[src/rtl/ram_dp_if.sv]
// Bus bundle for the simple-dual-port RAM: write port, read port and
// clear-engine control, with the RAM as slave and its user as master.
interface ram_dp_if #(
  parameter int BUS_WIDTH     = 8,
  parameter int ADDRESS_WIDTH = 8
);
  logic                     we;
  logic [ADDRESS_WIDTH-1:0] wa;
  logic [BUS_WIDTH-1:0]     wd;
  logic                     re;
  logic [ADDRESS_WIDTH-1:0] ra;
  logic [BUS_WIDTH-1:0]     rd;
  logic                     rvalid;
  logic                     clr;
  logic                     busy;

  modport master (
    output we, wa, wd, re, ra, clr,
    input  rd, rvalid, busy
  );

  modport slave (
    input  we, wa, wd, re, ra, clr,
    output rd, rvalid, busy
  );
endinterface

[src/rtl/ram_dp.sv]
// Simple-dual-port register RAM with a registered read port, selectable
// read-during-write policy and a sequential clear engine that walks every
// address writing FILL while busy is high.
module ram_dp #(
  parameter int                   BUS_WIDTH     = 8,
  parameter int                   ADDRESS_WIDTH = 8,
  parameter bit                   BYPASS        = 1'b1,
  parameter logic [BUS_WIDTH-1:0] FILL          = '0
) (
  input  logic   clk,
  input  logic   rst_n,
  ram_dp_if.slave bus
);
  localparam int DEPTH = 1 << ADDRESS_WIDTH;

  typedef enum logic [0:0] {
    IDLE  = 1'b0,
    CLEAR = 1'b1
  } state_t;

  state_t                   state_reg, state_next;
  logic [ADDRESS_WIDTH-1:0] cnt_reg, cnt_next;
  logic [BUS_WIDTH-1:0]     mem [DEPTH];
  logic [BUS_WIDTH-1:0]     rd_reg;
  logic                     rvalid_reg;
  logic                     busy_reg;

  // Internal port strobes after arbitration between user traffic and clear.
  logic                     wr_en;
  logic [ADDRESS_WIDTH-1:0] wr_addr;
  logic [BUS_WIDTH-1:0]     wr_data;
  logic                     rd_en;
  logic                     bypass_hit;

  // Next-state logic: IDLE serves the user ports, CLEAR owns the write port.
  always_comb begin
    state_next = state_reg;
    cnt_next   = cnt_reg;
    wr_en      = 1'b0;
    wr_addr    = bus.wa;
    wr_data    = bus.wd;
    rd_en      = 1'b0;
    case (state_reg)
      IDLE: begin
        if (bus.clr) begin
          // Traffic presented alongside clr is dropped.
          state_next = CLEAR;
          cnt_next   = '0;
        end else begin
          wr_en = bus.we;
          rd_en = bus.re;
        end
      end
      CLEAR: begin
        wr_en   = 1'b1;
        wr_addr = cnt_reg;
        wr_data = FILL;
        if (cnt_reg == '1) begin
          state_next = IDLE;
          cnt_next   = '0;
        end else begin
          cnt_next = cnt_reg + 1'b1;
        end
      end
      default: begin
        state_next = IDLE;
        cnt_next   = '0;
      end
    endcase
  end

  // Same-address collision only matters when the write comes from the user.
  assign bypass_hit = BYPASS && wr_en && (bus.wa == bus.ra);

  // FSM state, clear counter and busy flag.
  always_ff @(posedge clk or negedge rst_n) begin
    if (!rst_n) begin
      state_reg <= IDLE;
      cnt_reg   <= '0;
      busy_reg  <= 1'b0;
    end else begin
      state_reg <= state_next;
      cnt_reg   <= cnt_next;
      busy_reg  <= (state_next == CLEAR);
    end
  end

  // Storage array; reset wipes every word to FILL.
  always_ff @(posedge clk or negedge rst_n) begin
    if (!rst_n) begin
      for (int i = 0; i < DEPTH; i++) begin
        mem[i] <= FILL;
      end
    end else if (wr_en) begin
      mem[wr_addr] <= wr_data;
    end
  end

  // Registered read port; rd holds its value when no read is issued.
  always_ff @(posedge clk or negedge rst_n) begin
    if (!rst_n) begin
      rd_reg     <= FILL;
      rvalid_reg <= 1'b0;
    end else begin
      rvalid_reg <= rd_en;
      if (rd_en) begin
        rd_reg <= bypass_hit ? bus.wd : mem[bus.ra];
      end
    end
  end

  assign bus.rd     = rd_reg;
  assign bus.rvalid = rvalid_reg;
  assign bus.busy   = busy_reg;
endmodule
[src/flat_wrapper.sv]
// flat-port wrapper written by rule: the top's interface ports become plain ports
module ram_dp_flat 
#(
  parameter int                   BUS_WIDTH     = 8,
  parameter int                   ADDRESS_WIDTH = 8,
  parameter bit                   BYPASS        = 1'b1,
  parameter logic [BUS_WIDTH-1:0] FILL          = '0
)
  (clk, rst_n, bus_we, bus_wa, bus_wd, bus_re, bus_ra, bus_clr, bus_rd, bus_rvalid, bus_busy);
  ram_dp_if #(.BUS_WIDTH(BUS_WIDTH), .ADDRESS_WIDTH(ADDRESS_WIDTH)) bus_i ();
  input  logic clk;
  input  logic rst_n;
  input wire logic [$bits(bus_i.we)-1:0] bus_we;
  input wire logic [$bits(bus_i.wa)-1:0] bus_wa;
  input wire logic [$bits(bus_i.wd)-1:0] bus_wd;
  input wire logic [$bits(bus_i.re)-1:0] bus_re;
  input wire logic [$bits(bus_i.ra)-1:0] bus_ra;
  input wire logic [$bits(bus_i.clr)-1:0] bus_clr;
  output wire logic [$bits(bus_i.rd)-1:0] bus_rd;
  output wire logic [$bits(bus_i.rvalid)-1:0] bus_rvalid;
  output wire logic [$bits(bus_i.busy)-1:0] bus_busy;
  assign bus_i.we = bus_we;
  assign bus_i.wa = bus_wa;
  assign bus_i.wd = bus_wd;
  assign bus_i.re = bus_re;
  assign bus_i.ra = bus_ra;
  assign bus_i.clr = bus_clr;
  assign bus_rd = bus_i.rd;
  assign bus_rvalid = bus_i.rvalid;
  assign bus_busy = bus_i.busy;
  ram_dp #(.BUS_WIDTH(BUS_WIDTH), .ADDRESS_WIDTH(ADDRESS_WIDTH), .BYPASS(BYPASS), .FILL(FILL)) u_core (.clk(clk), .rst_n(rst_n), .bus(bus_i));
endmodule
[config.mk]
export PLATFORM = sky130hd
export DESIGN_NAME = ram_dp_flat
export DESIGN_NICKNAME = d
export VERILOG_FILES = /design/src/rtl/ram_dp_if.sv /design/src/rtl/ram_dp.sv /design/src/flat_wrapper.sv
export SDC_FILE = /design/constraint.sdc
export NUM_CORES = 2
export LEC_CHECK = 0
export ABC_AREA = 0
export ABC_CLOCK_PERIOD_IN_PS = 2200
export CAP_MARGIN = 15
export CORE_MARGIN = 2
export CORE_UTILIZATION = 40
export DETAILED_ROUTE_END_ITERATION = 10
export MAX_ROUTING_LAYER = met4
export SLEW_MARGIN = 30
export SYNTH_ARGS = -nofsm -noshare
export SYNTH_HDL_FRONTEND = slang
export SYNTH_SLANG_ARGS = --single-unit
export TNS_END_PERCENT = 100
[constraint.sdc]
create_clock -name clk -period 2.2 [get_ports clk]
set_input_delay 0.22 -clock clk [delete_from_list [all_inputs] [get_ports clk]]
set_output_delay 0.22 -clock clk [all_outputs]
set_load 0.02 [all_outputs]
**Yosys cells after proc, flatten, opt, wreduce, memory -nomap -nowiden**

Index checks and enable logic that the tools add are counted.

- Bits in registers: 2066
- Input bits: 29
- Output and inout port bits: 10
- Logic and storage cells: 291

- Add/sub/neg operators: 1
- Order comparisons: 3
- Equal/unequal tests: 3
- Multiplexer cells: 19
- Bitwise logic cells: 3
- Reductions and logical operators: 2

Operators by type and width:

| operator | count |
|---|---|
| bitwise mux 2048 bit | 1 |
| binary-select mux 8 bit (select 8 bit) | 1 |
| demux 8 bit (select 8 bit) | 1 |
| two-way mux 8 bit | 8 |
| >= comparator 9 bit (second input constant) | 2 |
| inverter 8 -> 9 bit | 2 |
| one-hot mux 8 bit (2 select lines) | 1 |
| < comparator 9 x 1 -> 1 bit (second input constant) | 1 |
| adder 8 x 1 -> 8 bit (second input constant) | 1 |
| == test 8 bit | 1 |
| == test 8 bit (second input constant) | 1 |
| two-way mux 1 bit | 5 |
| one-hot mux 1 bit (2 select lines) | 2 |
| logical AND 1 bit | 2 |
| != test 2 bit (second input constant) | 1 |
| inverter 1 bit | 1 |

**Depth between registers and ports, before layout**

- Depth in word-level cells: 7
- Depth in mapped cells: 12
- Depth with buffers taken out: 7

**Worst setup path before layout**

Ideal clock, no wire load.

- Kind: reg-to-reg
- Start point: register u_core.state_reg
- End point: register u_core.mem[1064] (netlist bit)
- Setup time: 0.125 ns
- Arrival time: 2.401 ns
- Required time: 2.075 ns
- Path slack: -0.325 ns
- Cell stages (with the launch flop): 8
- Buffers on the path: 2
- Period minus slack after synthesis: 2.525 ns
- Cells stage by stage: dfrtp_1 buf_2 mux2i_1 nor3b_2 nand2_1 buf_2 nor2_4 mux2_2

- Longest elaborated chain between the ends: 7
- Elaborated cells on any way between the ends: 11
- Classes of those cells: order compare (2); mux (6); bitwise (2); reduce/logical (1)

RTL lines:

| item | RTL line | RTL |
|---|---|---|
| start, declared | ram_dp.sv:21 | `state_t state_reg, state_next;` |
| start signal, assigned | ram_dp.sv:82 | `state_reg <= state_next;` |
| two-way mux 8 bit | ram_dp.sv:43 | `case (state_reg)` |
| inverter 8 -> 9 bit (implied by the code) | ram_dp.sv:95 | `mem[wr_addr] <= wr_data;` |
| >= comparator 9 bit (implied by the code) / < comparator 9 x 1 -> 1 bit (equally long branches) | ram_dp.sv:95 |  |
| logical AND 1 bit (implied by the code) | ram_dp.sv:95 |  |
| two-way mux 8 bit (implied by the code) | ram_dp.sv:95 |  |
| demux 8 bit (select 8 bit) | ram_dp.sv:95 |  |
| bitwise mux 2048 bit | ram_dp.sv:95 |  |
| end signal, assigned by index | ram_dp.sv:95 |  |
| end, declared | ram_dp.sv:23 | `logic [BUS_WIDTH-1:0] mem [DEPTH];` |

Parallel ways exist; a longest one is shown, timed or not.
A chain may end at the register's enable or synchronous reset.

**Worst setup path in the final report**

- Start point: register u_core.mem[665] (netlist bit)
- End point: register u_core.rd_reg[1] (netlist: u_core.bus.rd[1])

- Longest elaborated chain between the ends: 4

RTL lines:

| item | RTL line | RTL |
|---|---|---|
| binary-select mux 8 bit (select 8 bit) | ram_dp.sv:107 | `rd_reg <= bypass_hit ? bus.wd : mem[bus.ra];` |
| two-way mux 8 bit (implied by the code) (2 in series) | ram_dp.sv:107 |  |
| two-way mux 8 bit | ram_dp.sv:107 |  |
| end signal, assigned | ram_dp.sv:107 |  |
| end, declared | ram_dp.sv:24 | `logic [BUS_WIDTH-1:0] rd_reg;` |

Every way passes these cells. The select of a mux whose other input is x is not followed.

==> reports/qor.csv <==
stage,metric,value,unit
status,status,"finished, violations left",
status,failing checks,negative setup slack,
floorplanning,Initial Util,40.2,%
floorplanning,Die Area,235000,µm²
pwr,Peak VDD IR,0.000841,V
grt,first-pass GRT wire length,449000,µm
timing,final count of hold timing violations,0,
pwr,leakage,52.9,nW
synthesis,Synth Net Count,7345,
floorplanning,Core Area,230000,µm²
synthesis,complex-gate fraction of the synthesized area,8.25,%
grt,vias in the first global route,66400,
setup_path,most frequent CP cell,mux4_2,
synthesis,Mapped Cells,7315,
timing,Worst Tran Pin Value,885,ps
layout,final instance area,120000,µm²
synthesis,top-count cell post-synth,dfrtp_1,
timing,post-route clock period utilization,117,%
placement,port bufs,38,
synthesis,post-synthesis async set-or-reset flop share,100,%
setup_path,Worst Path Max Fanout,2,
drt,routed len/inst,27.5,µm
cts,Num CTS Buffers,212,
timing,RSZ-0062 raised after global routing,yes,
grt,gr ovfl total,0,
drt,via density per instance,5.84,
layout,"Core Util, Final",52.3,%
pwr,Tot Pwr,0.0911,W
timing,Clock Skews,59.1,ps
setup_path,startpoint types,flop,
synthesis,post-synth top area share,55.9,%
pwr,P per Cell Area,757,nW/µm²
cts,CTS tree,done,
cts,H-Tree Depth,4,
synthesis,ranking of synthesized cells by area,"dfrtp_1 (56%), mux4_2 (13%), mux2_2 (11%)",
synthesis,dominant synthesized flop cell,dfrtp_1,
setup_path,CP Data Arrival Time,3290,ps
grt,GRT Overall Usage,26.1,%
floorplanning,chip height,485,µm
run,max-cap violation count,0,
synthesis,sequential element share of the synthesized area,55.9,%
synthesis,Simple-Gate Fraction of Synth Area,7.81,%
setup_path,CP cell instances,mux4_2 > mux4_2 > o21ai_0 > buf_4 > nand4b_1 > buf_6 > o31ai_4,
cts,root buffer cell,clkbuf_16,
timing,final setup fails,2003,
layout,Largest register FFs,2048,
placement,area of placed instances,107000,µm²
timing,fin crit period,2580,ps
cts,# clock sinks,2066,
drt,First-pass DRT Iterations,6,
grt,largest net degree at the start of global routing,122,
synthesis,number of synthesized flops with an enable pin,0,
setup_path,crit-path max cell delay,550,ps
setup_path,slowest CP cell,mux4_2,
drt,Antenna Nets Post-Route,0,
synthesis,largest area contributor in the netlist,dfrtp_1,
setup_path,kind of critical path,flop to flop,
timing,hold slack,226,ps
drt,initial DRC count,5954,
floorplanning,row count,176,
layout,layout cell share with drive strength beyond 1,42.1,%
timing,setup ws final,-376,ps
hold_path,Hold WC Path Type,input pin to async pin,
synthesis,synth cell count leaders,"dfrtp_1 (2,066), nand2_1 (1,326), o21ai_0 (1,111)",
cts,Skew-Pair Late Insertion Delay,870,ps
placement,dpl hpwl,197000,µm
setup_path,Crit path required time,2910,ps
synthesis,Seq cells post-synth,2066,
layout,Area Growth Syn to Fin,30.1,%
synthesis,post-synthesis xor/xnor area fraction,0.0947,%
setup_path,FF-to-FF setup slack,-380,ps
timing,Slew headroom,40.6,%
synthesis,Synth Area in Adders,0.0135,%
cts,clock-pin transition on the worst setup and hold timing paths,70,ps
synthesis,post-synthesis mux area share,25.0,%
setup_path,Setup crit end kind,flop,
grt,initial antenna violation count,7,
drt,final wirelength,308000,µm
floorplanning,I/O pin count,39,
synthesis,Synth Cell Area,92400,µm²
placement,Final Wtd Congestion,0.952,
synthesis,library cells used by synthesis,67,
layout,final-stage net count,8019,
drt,via count,65300,
timing,Max Slew Vio Count,0,
synthesis,main combinational cell family by area after synthesis,multiplexers,
floorplanning,die span in x,485,µm
synthesis,Avg Inst Size Synth,12.6,µm²
cts,CTS Buffer Depth,3,
timing,Fmax,388,MHz
synthesis,Yosys warnings,0,
drt,DRC Markers,0,
timing,setup tns final,-298540,ps
layout,# fillers,19100,
cells by family (layout without fill, tap and decap cells):
group / after synthesis / in the layout
XOR/XNOR: 10 / 10
AND/OR/NAND/NOR: 1702 / 1710
multiplexers: 1534 / 1534
AO/OA/AOI/OAI: 1403 / 1403
buffers and inverters: 599 / 1443
adder cells (fa/ha/maj): 1 / 1
flip-flops: 2066 / 2066
other: 0 / 4
final timing paths:
check,start,to,cells after the start
setup / recovery,u_core.mem[665]$_DFFE_PN0P_,u_core.bus.rd[1]$_DFFE_PN0P_,7
hold / removal,rst_n,u_core.mem[1509]$_DFFE_PN0P_,3
setup reg to reg,u_core.mem[665]$_DFFE_PN0P_,u_core.bus.rd[1]$_DFFE_PN0P_,7
hold reg to reg,u_core.mem[199]$_DFFE_PN0P_,u_core.mem[199]$_DFFE_PN0P_,2
max in group asynchronous,rst_n,u_core.mem[674]$_DFFE_PN0P_,4
min in group clk,bus_wd[5],u_core.bus.rd[5]$_DFFE_PN0P_,4
where the power goes:
group / total, W / internal (W) / switching, W
clock: 0.0381 / 0.0223 / 0.0158
sequential: 0.0390 / 0.0385 / 0.000541
combinational: 0.0139 / 0.00550 / 0.00843
total: 0.0911 / 0.0663 / 0.0248
timing repair:
action | CTS | global route
hold endpoints to repair | 1957 | 0
pin swaps | 95 | 249
cloned | 9 | 41
setup endpoints to repair | 2033 | 2064
hold buffers | 2 | 0
gates resized for setup | 371 | 1007
setup buffers | 40 | 42
cell usage in the layout (no fill, tap or decap), drive strengths merged, types with 4 or more instances in the layout:
cell type      netlist  layout
o31ai                4       4
buf                155     991
mux2               957     957
mux2i               53      53
clkinv               1      54
nor2b               79      79
a211o                5       5
o22ai               64      64
o221ai              13      13
or3                  6       6
dfrtp             2066    2066
a21oi               33      33
clkdlybuf4s50        0      29
a22o                 7       7
o21ai             1131    1131
nand3               24      24
o41ai                7       7
nor2               164     164
o22a                 5       5
nor3                19      19
nand2             1328    1336
clkbuf             436     328
clkinvlp             0       4
a211oi              70      70
diode                0       4
xnor2                9       9
bufinv               0      22
nand4                8       8
inv                  7      13
nand2b              12      12
and3                 5       5
and2                24      24
a31oi                8       8
a22oi               35      35
mux4               524     524
nand3b               4       4
nor4                18      18
through the flow:
step	worst slack [ps]	std cells
2_1_floorplan	-153	7315
3_3_place_gp	-1920	10700
3_5_place_dp	-1480	10700
4_1_cts	-309	11100
5_1_grt	-364	11200
6_report	-376	11200
routing by layer:
metal / wire length [µm] / global-route usage (%)
met2: 145000 / 40.3
met5: 0 / -
met4: 12600 / 9.76
met1: 130000 / 34.9
met3: 20600 / 4.28
final cells by class:
type	instances	area (µm²)	area share, %
clock inverters	85	1180	0.985
well taps	3026	3790	3.15
inverters	8	37.5	0.0312
repair buffers	1043	13800	11.5
multi-input cells	4658	43500	36.2
diodes	4	10.0	0.00833
flip-flops and latches	2066	51700	43.0
clock buffers	307	6230	5.18
critical path, delay by kind of cell (launching register included):
family,cells,cell delay [ps]
muxes,2,1040
AOI/OAI and AO/OA,2,480
DFF,1,410
buffers and inverters,2,360
and+or+nand+nor,1,140
Note: power is estimated with default switching activity, not from simulation.
